===== src/rtl/rock_pkg.sv =====
// Shared types and constants for the cradle rocking driver.
// The package holds the FSM encoding, the default timebase scaling and the datapath widths.
package rock_pkg;

  typedef enum logic [1:0] {
    IDLE      = 2'd0,
    SWING_POS = 2'd1,
    SWING_NEG = 2'd2,
    HOME      = 2'd3
  } rock_state_t;

  localparam int unsigned STEP_UNIT_DEF = 4;
  localparam int POS_W = 4;
  localparam int AMP_W = 3;
  // Wide enough for STEP_UNIT*8 with STEP_UNIT up to 255.
  localparam int CNT_W = 11;

endpackage


===== src/rtl/rock_step_timer.sv =====
// Tick-interval counter: expire pulses on the tick that completes one step interval.
// The count is held while tick is low, and is zeroed by clear or by reset.
module rock_step_timer
  import rock_pkg::*;
(
  input  logic             clk,
  input  logic             reset,
  input  logic             tick,
  input  logic             clear,
  input  logic [CNT_W-1:0] interval,
  output logic             expire
);

  logic [CNT_W-1:0] cnt;

  assign expire = tick && !clear && (cnt == interval - CNT_W'(1));

  always_ff @(posedge clk) begin
    if (reset) begin
      cnt <= '0;
    end else if (clear) begin
      cnt <= '0;
    end else if (tick) begin
      if (expire) cnt <= '0;
      else        cnt <= cnt + CNT_W'(1);
    end
  end

endmodule


===== src/rtl/rock_driver.sv =====
// Cradle rocking driver: swings a stepper between +/-amplitude at a tick-based rate,
// then homes the cradle to centre when a stop is requested.
//
// state     | meaning
// IDLE      | parked at pos 0, no steps, waiting for a non-zero F and A
// SWING_POS | stepping toward +amp_l
// SWING_NEG | stepping toward -amp_l
// HOME      | stop requested, stepping back toward pos 0
module rock_driver
  import rock_pkg::*;
#(
  parameter int unsigned STEP_UNIT = STEP_UNIT_DEF
) (
  input  logic                    clk,
  input  logic                    reset,
  input  logic                    tick,
  input  logic [2:0]              F,
  input  logic [AMP_W-1:0]        A,
  input  logic                    F0,
  output logic                    step,
  output logic                    dir,
  output logic signed [POS_W-1:0] pos,
  output logic                    busy
);

  rock_state_t state, state_n;

  logic signed [POS_W-1:0] pos_n, pos_step, amp_s;
  logic [AMP_W-1:0]        amp_l, amp_n;
  logic [2:0]              frq_l, frq_n;
  logic [CNT_W-1:0]        interval;
  logic                    stop_req, step_dir, step_n, dir_n, busy_n;
  logic                    clear, expire;

  assign stop_req = F0 | (F == 3'd0) | (A == '0);
  assign interval = CNT_W'(STEP_UNIT) * CNT_W'(4'd8 - {1'b0, frq_l});
  assign amp_s    = $signed({1'b0, amp_l});
  assign pos_step = step_dir ? (pos + 4'sd1) : (pos - 4'sd1);

  rock_step_timer u_timer (
    .clk      (clk),
    .reset    (reset),
    .tick     (tick),
    .clear    (clear),
    .interval (interval),
    .expire   (expire)
  );

  always_comb begin
    step_dir = 1'b1;
    case (state)
      SWING_NEG: step_dir = 1'b0;
      HOME:      step_dir = (pos < 4'sd0);
      default:   step_dir = 1'b1;
    endcase
  end

  always_comb begin
    state_n = state;
    pos_n   = pos;
    dir_n   = dir;
    step_n  = 1'b0;
    amp_n   = amp_l;
    frq_n   = frq_l;
    clear   = 1'b0;
    case (state)
      IDLE: begin
        clear = 1'b1;
        dir_n = 1'b1;
        if (!stop_req) begin
          amp_n   = A;
          frq_n   = F;
          state_n = SWING_POS;
        end
      end
      SWING_POS, SWING_NEG: begin
        dir_n = step_dir;
        // A step due in the same cycle as a stop request is still taken.
        if (expire) begin
          step_n = 1'b1;
          pos_n  = pos_step;
          if (pos_step == 4'sd0) begin
            amp_n = A;
            frq_n = F;
          end
          if (state == SWING_POS && pos_step == amp_s)  state_n = SWING_NEG;
          if (state == SWING_NEG && pos_step == -amp_s) state_n = SWING_POS;
        end
        if (stop_req) state_n = HOME;
      end
      HOME: begin
        dir_n = step_dir;
        if (pos == 4'sd0) begin
          state_n = IDLE;
        end else if (expire) begin
          step_n = 1'b1;
          pos_n  = pos_step;
          if (pos_step == 4'sd0) state_n = IDLE;
        end
      end
      default: state_n = IDLE;
    endcase
    busy_n = (state_n != IDLE);
  end

  always_ff @(posedge clk) begin
    if (reset) begin
      state <= IDLE;
      pos   <= '0;
      dir   <= 1'b1;
      step  <= 1'b0;
      busy  <= 1'b0;
      amp_l <= '0;
      frq_l <= '0;
    end else begin
      state <= state_n;
      pos   <= pos_n;
      dir   <= dir_n;
      step  <= step_n;
      busy  <= busy_n;
      amp_l <= amp_n;
      frq_l <= frq_n;
    end
  end

endmodule


===== config.mk =====
export PLATFORM = sky130hd
export DESIGN_NAME = rock_driver
export DESIGN_NICKNAME = d
export VERILOG_FILES = /design/src/rtl/rock_pkg.sv /design/src/rtl/rock_step_timer.sv /design/src/rtl/rock_driver.sv
export SDC_FILE = /design/constraint.sdc
export NUM_CORES = 1
export LEC_CHECK = 0
export ABC_CLOCK_PERIOD_IN_PS = 3500
export BUFFER_PORTS_ARGS = -buffer_cell sky130_fd_sc_hd__buf_2
export CAP_MARGIN = 20
export CORE_MARGIN = 8
export CORE_UTILIZATION = 34
export DETAILED_ROUTE_END_ITERATION = 7
export PLACE_DENSITY_LB_ADDON = 0.3
export SETUP_SLACK_MARGIN = 0.2
export SLEW_MARGIN = 20
export SYNTH_ARGS = -nofsm -noshare
export SYNTH_HDL_FRONTEND = slang
export SYNTH_SLANG_ARGS = --single-unit

===== constraint.sdc =====
create_clock -name clk -period 3.5 [get_ports clk]
set_input_delay 0 -clock clk [delete_from_list [all_inputs] [get_ports clk]]
set_output_delay 0 -clock clk [all_outputs]
set_load 0.02 [all_outputs]

==> impl_metrics.json, run 1 <==
{
  "setup-tns-final_ps": 0,
  "grt_max_degree": 18,
  "die_h_um": 90.17,
  "timing_worst_setup_path_type": "flop to flop",
  "ys_seq_area_share_pct": 27.83,
  "worstReg2RegEnd": "busy",
  "netlist_top_cells_area": "dfxtp_1 (28%), nor2_1 (6.8%), ha_1 (6.7%)",
  "dr.pass1.iters": 4,
  "grt_util_met2_pct": 17.73,
  "setup-violations-final": 0,
  "required_ps": 3670,
  "synthCells": 231,
  "grt_pass1_wl_um": 7479,
  "drive_above_1_share_pct": 17.34,
  "synth_edf_count": 0,
  "slowest_stage": "dfxtp_2",
  "grtUsageMet3_pct": 2.244,
  "route.detailed.drc": 0,
  "first_global_vias": 1632,
  "gr-total-overflow": 0,
  "hold_path_end": "u_timer.cnt[0]",
  "combinationalPowerShare_pct": 44.7,
  "fin_nets": 269,
  "syn-num-nets": 251,
  "tightest_slew_ps": 593.9,
  "synth_top_area_share_pct": 27.83,
  "use_met1_pct": 13.24,
  "synth_most_common_cell": "nor2_1",
  "min_path_cells": 3,
  "busiest_layer": "met2",
  "antenna_cells": 0,
  "switchingPower_mw": 0.4291,
  "p_leak_nw": 0.8439,
  "syn_area_per_cell_sq_um": 8.098,
  "fmax_mhz": 318.4,
  "initial_core_util_pct": 34.61,
  "clk_latency_ps": 270,
  "cap_violations": 0,
  "pre_cts_ws_ps": 213.9,
  "routed_via_density": 5.163,
  "hold_violations": 0,
  "ant_nets": 0,
  "cts_tree": "done",
  "gp_congestion": 0.8329,
  "core_sq_um": 5405,
  "synth_ff_type": "dfxtp_1",
  "ys_warn_count": 0,
  "reg2reg_depth": 10,
  "crit_family": "compound AO/OA/AOI/OAI gates",
  "cts_buffers": 3,
  "r2r_slack_ps": 360,
  "ir_worst_vdd_v": 0.0002282,
  "routed_wl_um": 4446,
  "mappedNetlistArea_sq_um": 1871,
  "routedWlPerCell_um": 13.89,
  "p_int_mw": 0.6964,
  "critPathMaxFanout": 10,
  "first_iter_violations": 81,
  "dpl.cell_count": 309,
  "clkPwrFrac_pct": 22.5,
  "relSlewSlack_pct": 60.41,
  "path_cells": "inv_1, ha_2, xnor2_1, nor2_1, a211o_2, nor4_4, nand2_4, o41ai_2, a21oi_1, a2111o_1",
  "num_vias": 1652,
  "r2r-start": "frq_l[0]",
  "critPathArrivalTime_ps": 3310,
  "finClkSkew_ps": 5.601,
  "clk_pin_slew_worst_paths_ps": 100,
  "crit_path_end_kind": "flop",
  "final-instance-count-excl-fill": 320,
  "synth-async-reset-ratio_pct": 0,
  "h-tree-depth": 1,
  "holdCritPathClass": "input port to flop",
  "final.period_utilization_pct": 89.74,
  "crit_cells": 10,
  "ctsRootBufferMaster": "clkbuf_8",
  "rsz0062_at_grt": "no",
  "clockBufferDepth": 2,
  "start_kind": "flop",
  "die_w_um": 90.17,
  "status": "finished clean",
  "syn_to_final_growth_pct": 17.99,
  "p_sw_share_pct": 38.13,
  "synth_seq_cells": 26,
  "portBuffers": 16,
  "hpwl_um": 3141,
  "antenna_found_initial": 0,
  "synthDistinctLibCells": 53,
  "path_buf_inv": 1,
  "slew_violations": 0,
  "p_seq_share_pct": 32.8,
  "synth_commonest_cells": "nor2_1 (34), dfxtp_1 (26), xnor2_1 (14)",
  "synth_top_area_cell": "dfxtp_1",
  "grt_usage_pct": 10.71,
  "setup_slack_ps": 359.1,
  "io_pins": 17,
  "hold_start": "tick",
  "rows": 27,
  "die_area_sq_um": 8131,
  "power-per-cell-area_nw_per_um2": 510.0,
  "slowest_delay_ps": 440,
  "cts.sinks": 26,
  "period_needed_ps": 3141
}
-- worst register-to-register path, cell delays in order, from the launching register on --
cell      delay, ps
dfxtp_2         440
inv_1           110
ha_2            430
xnor2_1         170
nor2_1           70
a211o_2         330
nor4_4          430
nand2_4         140
o41ai_2         360
a21oi_1         150
a2111o_1        420
-- worst max path at each step --
stage	startpoint	to	slack, ps
2_1_floorplan	state[1]	busy	580
3_3_place_gp	frq_l[0]	busy	260
3_5_place_dp	frq_l[0]	busy	210
4_1_cts	state[1]	busy	220
5_1_grt	frq_l[0]	busy	190
6_report	frq_l[0]	busy	360
-- final cells by class --
type	instances	area [sq um]
clock buffers	3	41.29
repair buffers	23	147.6
clock inverters	1	30.03
multi-input cells	183	1328
flip-flops and latches	26	525.5
inverters	12	45.04
well taps	72	90.09
fillers	562	3198
-- metal layers --
layer | up-vias | part of all wire (%)
met5 | - | 0
met4 | 0 | 1.3
met3 | 6 | 2.3
met2 | 28 | 50
met1 | 770 | 46
li1 | 848 | -
-- cells in the final DEF (no fill, tap or decap), drive strengths merged, types with 2 or more instances in the layout --
cell type    count
nor2            34
dfxtp           26
buf             17
xnor2           14
nand2           14
inv             12
xor2            11
a21oi           10
ha              10
nor3             9
mux2i            8
nand2b           8
nor2b            7
dlygate4sd3      6
o21ai            6
nand4            5
nand3            4
nor4             4
and3             3
clkbuf           3
a2111o           2
o22ai            2
o311ai           2
o41ai            2
o21bai           2
o211ai           2
a211o            2
o31ai            2
-- metrics by stage --
stage / power, mW / hold WS (ps) / cell area, sq um / utilization (%)
final: 1.126 / 56.47 / 2207 / 40.83
after global routing: 1.204 / 74.22 / 2207 / 40.83
after CTS: 1.108 / 55.05 / 2130 / 39.40
after detailed placement: 0.8433 / 260.3 / 1997 / 36.94
after global placement: 0.8428 / 257.7 / 1997 / 36.94
after floorplan: 0.7524 / 147.2 / 1871 / -
-- sequential cells by signal, summed over array words and instances, names as in the netlist --
| signal | flops |
|---|---|
| u_timer.cnt | 11 |
| frq_l | 3 |
| pos | 4 |
| amp_l | 3 |
| state | 2 |
| busy | 1 |
| dir | 1 |
| step | 1 |
-- repair_timing --
item	4_1_cts	5_1_grt
resized for setup	1	15
endpoints found under the hold margin	6	0
setup buffers	0	1
pin swaps	0	2
setup endpoints to repair	1	9
hold buffers	6	0
-- power by group through the flow --
stage	registers, mW	clock network (mW)	logic [mW]
3_5_place_dp	0.369	0	0.474
5_1_grt	0.374	0.275	0.554
4_1_cts	0.363	0.263	0.482
2_1_floorplan	0.359	0	0.393
6_report	0.369	0.254	0.503
3_3_place_gp	0.371	0	0.472
-- cells by family (layout without fill, tap and decap cells) --
group,after synthesis,after routing,synth area share (%)
and+or+nand+nor,96,96,26.62
DFF,26,26,27.83
AOI/OAI and AO/OA,44,44,18.13
adders and majority gates,10,10,6.689
buffers and inverters,22,39,4.749
xor gates and xnor gates,25,25,11.71
muxes,8,8,4.281
Note: power is estimated with default switching activity, not from simulation.
==> inputs of run 2 (changes only) <==
--- a/config.mk
+++ b/config.mk
@@ -11,7 +11,7 @@
 export CORE_MARGIN = 8
 export CORE_UTILIZATION = 34
 export DETAILED_ROUTE_END_ITERATION = 7
-export PLACE_DENSITY_LB_ADDON = 0.3
+export PLACE_DENSITY = 0.48
 export SETUP_SLACK_MARGIN = 0.2
 export SLEW_MARGIN = 20
 export SYNTH_ARGS = -nofsm -noshare
==> impl_metrics.json, run 2 (synthesized netlist as in run 1, its figures left out) <==
{
  "status": "finished clean",
  "crit_path_end_kind": "flop",
  "final.period_utilization_pct": 90.18,
  "mostFrequentLayoutCells": "nor2_1 (34), dfxtp_1 (24), buf_2 (16), xnor2_1 (14), nand2_1 (13)",
  "cts_tree": "done",
  "tightest_slew_ps": 526.9,
  "syn_to_final_growth_pct": 17.19,
  "rows": 27,
  "largestRegisters": "u_timer.cnt: 11 flops, pos: 4 flops",
  "portBuffers": 16,
  "cts_buffers": 3,
  "clockBufferDepth": 2,
  "routed_wl_um": 4309,
  "die_area_sq_um": 8131,
  "die_h_um": 90.17,
  "whs_ps": 45.64,
  "gp_congestion": 0.8231,
  "fmax_mhz": 316.8,
  "dr.pass1.iters": 4,
  "first_iter_violations": 19,
  "antenna_found_initial": 0,
  "p_leak_nw": 0.8440,
  "ir_worst_vdd_v": 0.0002560,
  "routed_via_density": 4.994,
  "clk_latency_ps": 270,
  "slew_violations": 0,
  "drive_above_1_share_pct": 16.53,
  "grt_usage_pct": 10.61,
  "io_pins": 17,
  "ctsRootBufferMaster": "clkbuf_8",
  "hold_violations": 0,
  "grt_pass1_wl_um": 7383,
  "start_kind": "flop",
  "top_register": "u_timer.cnt",
  "die_w_um": 90.17,
  "critPathArrivalTime_ps": 3320,
  "setup-tns-final_ps": 0,
  "rsz0062_at_grt": "yes",
  "pre_cts_ws_ps": 233.7,
  "wl_met1_um": 2056,
  "antenna_cells": 0,
  "dpl.cell_count": 310,
  "setup-violations-final": 0,
  "required_ps": 3660,
  "route.met2.wl_um": 2133,
  "period_needed_ps": 3156,
  "topRoutingLayerUsed": "met4",
  "cap_violations": 0,
  "power-per-cell-area_nw_per_um2": 511.5,
  "num_vias": 1598,
  "largest_register_ffs": 11,
  "final_common_cell": "nor2_1",
  "initial_core_util_pct": 34.61,
  "wl_met3_um": 55,
  "h-tree-depth": 1,
  "gr-total-overflow": 0,
  "holdCritPathClass": "input port to flop",
  "relSlewSlack_pct": 64.61,
  "fin_nets": 269,
  "post_cts_buffers": 0,
  "timing_worst_setup_path_type": "flop to flop",
  "grt_max_degree": 18,
  "setup_slack_ps": 343.6,
  "final_core_util_pct": 40.56,
  "finClkSkew_ps": 5.012,
  "first_global_vias": 1562,
  "clk_pin_slew_worst_paths_ps": 90,
  "fillers": 587,
  "ant_nets": 0,
  "routedWlPerCell_um": 13.47,
  "final-instance-count-excl-fill": 320,
  "critPathMaxFanout": 6,
  "placed_area_sq_um": 2004,
  "finalInstanceArea_sq_um": 2192,
  "core_sq_um": 5405,
  "power_mw": 1.121,
  "cts.sinks": 26,
  "route.detailed.drc": 0,
  "hpwl_um": 3352
}
[run 2: routing by layer]
| metal | GRT usage (%) | up-vias |
|---|---|---|
| li1 | - | 849 |
| met1 | 12.74 | 737 |
| met2 | 18.53 | 8 |
| met3 | 1.579 | 4 |
| met4 | 4.022 | 0 |
| met5 | 0 | - |
[run 2: worst max-delay path, stage by stage, from the launching register on]
cell	delay, ps
dfxtp_1	490
ha_2	320
nand2b_4	90
nand2_1	140
xor2_1	160
ha_1	270
a21oi_1	80
o31ai_2	300
nor4_2	90
nand2b_1	190
xnor2_1	160
o41ai_2	220
a21oi_1	130
a2111o_1	410
[run 2: timing repair]
item,4_1_cts,5_1_grt
endpoints found under the setup margin,0,8
hold buffers,6,0
gates resized for setup,0,13
endpoints found under the hold margin,6,0
[run 2: path summary, 6_finish.rpt]
check	start	to	slack (ps)	cells after the start
worst max-delay path	state[1]	busy	340	13
worst min-delay path	tick	u_timer.cnt[0]	50	3
worst max register to register	state[1]	busy	340	13
worst min register to register	u_timer.cnt[10]	u_timer.cnt[10]	550	2
[run 2: final cells by class]
| class | instances | area, sq um | area share, % |
|---|---|---|---|
| inverter | 12 | 45.04 | 2.055 |
| sequential | 26 | 523.0 | 23.86 |
| clock buffer | 3 | 41.29 | 1.884 |
| multi-input combinational | 183 | 1315 | 59.99 |
| clock inverter | 1 | 30.03 | 1.370 |
| tap | 72 | 90.09 | 4.110 |
| timing repair buffer | 23 | 147.6 | 6.735 |
[run 2: power by group]
part	total (mW)	internal, mW	switching, mW
registers	0.370	0.328	0.0420
clock network	0.249	0.153	0.0959
logic	0.503	0.222	0.281
total	1.12	0.702	0.419
==> inputs of run 3 (changes only) <==
--- a/config.mk
+++ b/config.mk
@@ -8,10 +8,12 @@
 export ABC_CLOCK_PERIOD_IN_PS = 3500
 export BUFFER_PORTS_ARGS = -buffer_cell sky130_fd_sc_hd__buf_2
 export CAP_MARGIN = 20
+export CELL_PAD_IN_SITES_DETAIL_PLACEMENT = 1
+export CELL_PAD_IN_SITES_GLOBAL_PLACEMENT = 1
 export CORE_MARGIN = 8
 export CORE_UTILIZATION = 34
 export DETAILED_ROUTE_END_ITERATION = 7
-export PLACE_DENSITY = 0.48
+export PLACE_DENSITY = 0.6
 export SETUP_SLACK_MARGIN = 0.2
 export SLEW_MARGIN = 20
 export SYNTH_ARGS = -nofsm -noshare
==> impl_metrics.json, run 3 (synthesized netlist as in run 1, its figures left out) <==
{
  "antenna_found_initial": 0,
  "path_cells": "inv_1, ha_2, nand2b_4, nand2_1, xor2_1, ha_2, a21oi_1, o31ai_2, buf_4, o31ai_2, nor3b_1, a41o_1, o41ai_2, a21oi_1, a2111o_1",
  "p_leak_nw": 0.8629,
  "power_mw": 1.155,
  "setup-tns-final_ps": 0,
  "grt_pass1_wl_um": 8155,
  "setup-violations-final": 0,
  "mostFrequentLayoutCells": "nor2_1 (34), dfxtp_1 (24), buf_2 (16), xnor2_1 (14), nand2_1 (13)",
  "largest_register_ffs": 11,
  "reg2reg_depth": 15,
  "clk_pin_slew_worst_paths_ps": 100,
  "gp_congestion": 0.8072,
  "final_common_cell": "nor2_1",
  "relSlewSlack_pct": 60.75,
  "final-seq-area_sq_um": 523.0,
  "fin_nets": 274,
  "core_sq_um": 5405,
  "final.period_utilization_pct": 88.27,
  "drive_above_1_share_pct": 17.79,
  "crit_family": "compound AO/OA/AOI/OAI gates",
  "clk_latency_ps": 270,
  "finalInstanceArea_sq_um": 2231,
  "initial_core_util_pct": 34.61,
  "power-per-cell-area_nw_per_um2": 517.9,
  "ctsRootBufferMaster": "clkbuf_8",
  "slew_violations": 0,
  "critical_path.startpoint": "state[0]",
  "cap_violations": 0,
  "ir_worst_vdd_v": 0.0002566,
  "start_kind": "flop",
  "final-instance-count-excl-fill": 325,
  "first_global_vias": 1707,
  "die_w_um": 90.17,
  "antenna_cells": 0,
  "holdCritPathClass": "input port to flop",
  "min_path_cells": 3,
  "grt_max_degree": 18,
  "die_area_sq_um": 8131,
  "die_h_um": 90.17,
  "hpwl_um": 3714,
  "io_pins": 17,
  "syn_to_final_growth_pct": 19.26,
  "whs_ps": 63.98,
  "routedWlPerCell_um": 15.07,
  "cts.sinks": 26,
  "largestRegisters": "u_timer.cnt: 11 flops, pos: 4 flops",
  "hold_start": "tick",
  "critPathArrivalTime_ps": 3260,
  "cts_tree": "done",
  "finClkSkew_ps": 6.665,
  "routed_wl_um": 4898,
  "tightest_slew_ps": 588.8,
  "placed_area_sq_um": 2027,
  "h-tree-depth": 1,
  "pre_cts_ws_ps": 211.8,
  "rows": 27,
  "routed_via_density": 5.228,
  "fillers": 672,
  "clockBufferDepth": 2,
  "period_needed_ps": 3089,
  "ant_nets": 0,
  "dr.pass1.iters": 4,
  "rsz0062_at_grt": "no",
  "grt_usage_pct": 11.96,
  "r2r-start": "state[0]",
  "cts_buffers": 3,
  "final_core_util_pct": 41.27,
  "slowest_stage": "a2111o_1",
  "critPathMaxFanout": 5,
  "fmax_mhz": 323.7,
  "gr-total-overflow": 0,
  "crit_cells": 15,
  "multi_input_area_sq_um": 1316,
  "num_vias": 1699,
  "dpl.cell_count": 313,
  "timing_worst_setup_path_type": "flop to flop",
  "required_ps": 3670,
  "first_iter_violations": 43,
  "path_buf_inv": 2,
  "hold_violations": 0,
  "setup_slack_ps": 410.7,
  "portBuffers": 16,
  "crit_path_end_kind": "flop",
  "top_register": "u_timer.cnt",
  "slowest_delay_ps": 410,
  "status": "finished clean",
  "route.detailed.drc": 0
}
[run 3: metal layers]
metal	global-route usage (%)	routed length, um	up-vias	share of wire [%]
met3	1.829	97	4	2.0
met5	0	0	-	0
met2	21.35	2501	12	51
li1	-	-	860	-
met1	14.15	2244	823	46
met4	4.022	54	0	1.1
[run 3: layout make-up]
cell class,count,share of cell area (%)
repair buffers,28,8.301
clock buffers,3,1.851
inverters,12,2.019
multi-input cells,183,59.00
clock inverters,1,1.346
well taps,72,4.038
flip-flops and latches,26,23.44
[run 3: final timing paths]
path	to	slack (ps)
max	busy	410
min	u_timer.cnt[0]	60
max reg2reg	busy	410
min reg2reg	amp_l[2]	550
[run 3: power by group]
part | switching, mW | total (mW) | internal [mW]
Clock | 0.101 | 0.254 | 0.153
Sequential | 0.0311 | 0.358 | 0.327
Combinational | 0.309 | 0.543 | 0.234
Total | 0.441 | 1.16 | 0.715
[run 3: what timing repair did]
action / in CTS / in global routing
hold buffers: 6 / 0
endpoints found under the hold margin: 6 / 0
buffers inserted: 0 / 2
pin swaps: 0 / 1
setup endpoints to repair: 1 / 9
gates resized for setup: 1 / 12
[run 3: tightest hold or removal path, stage by stage]
cell	delay [ps]
buf_2	140
xnor2_1	120
nor2_1	40
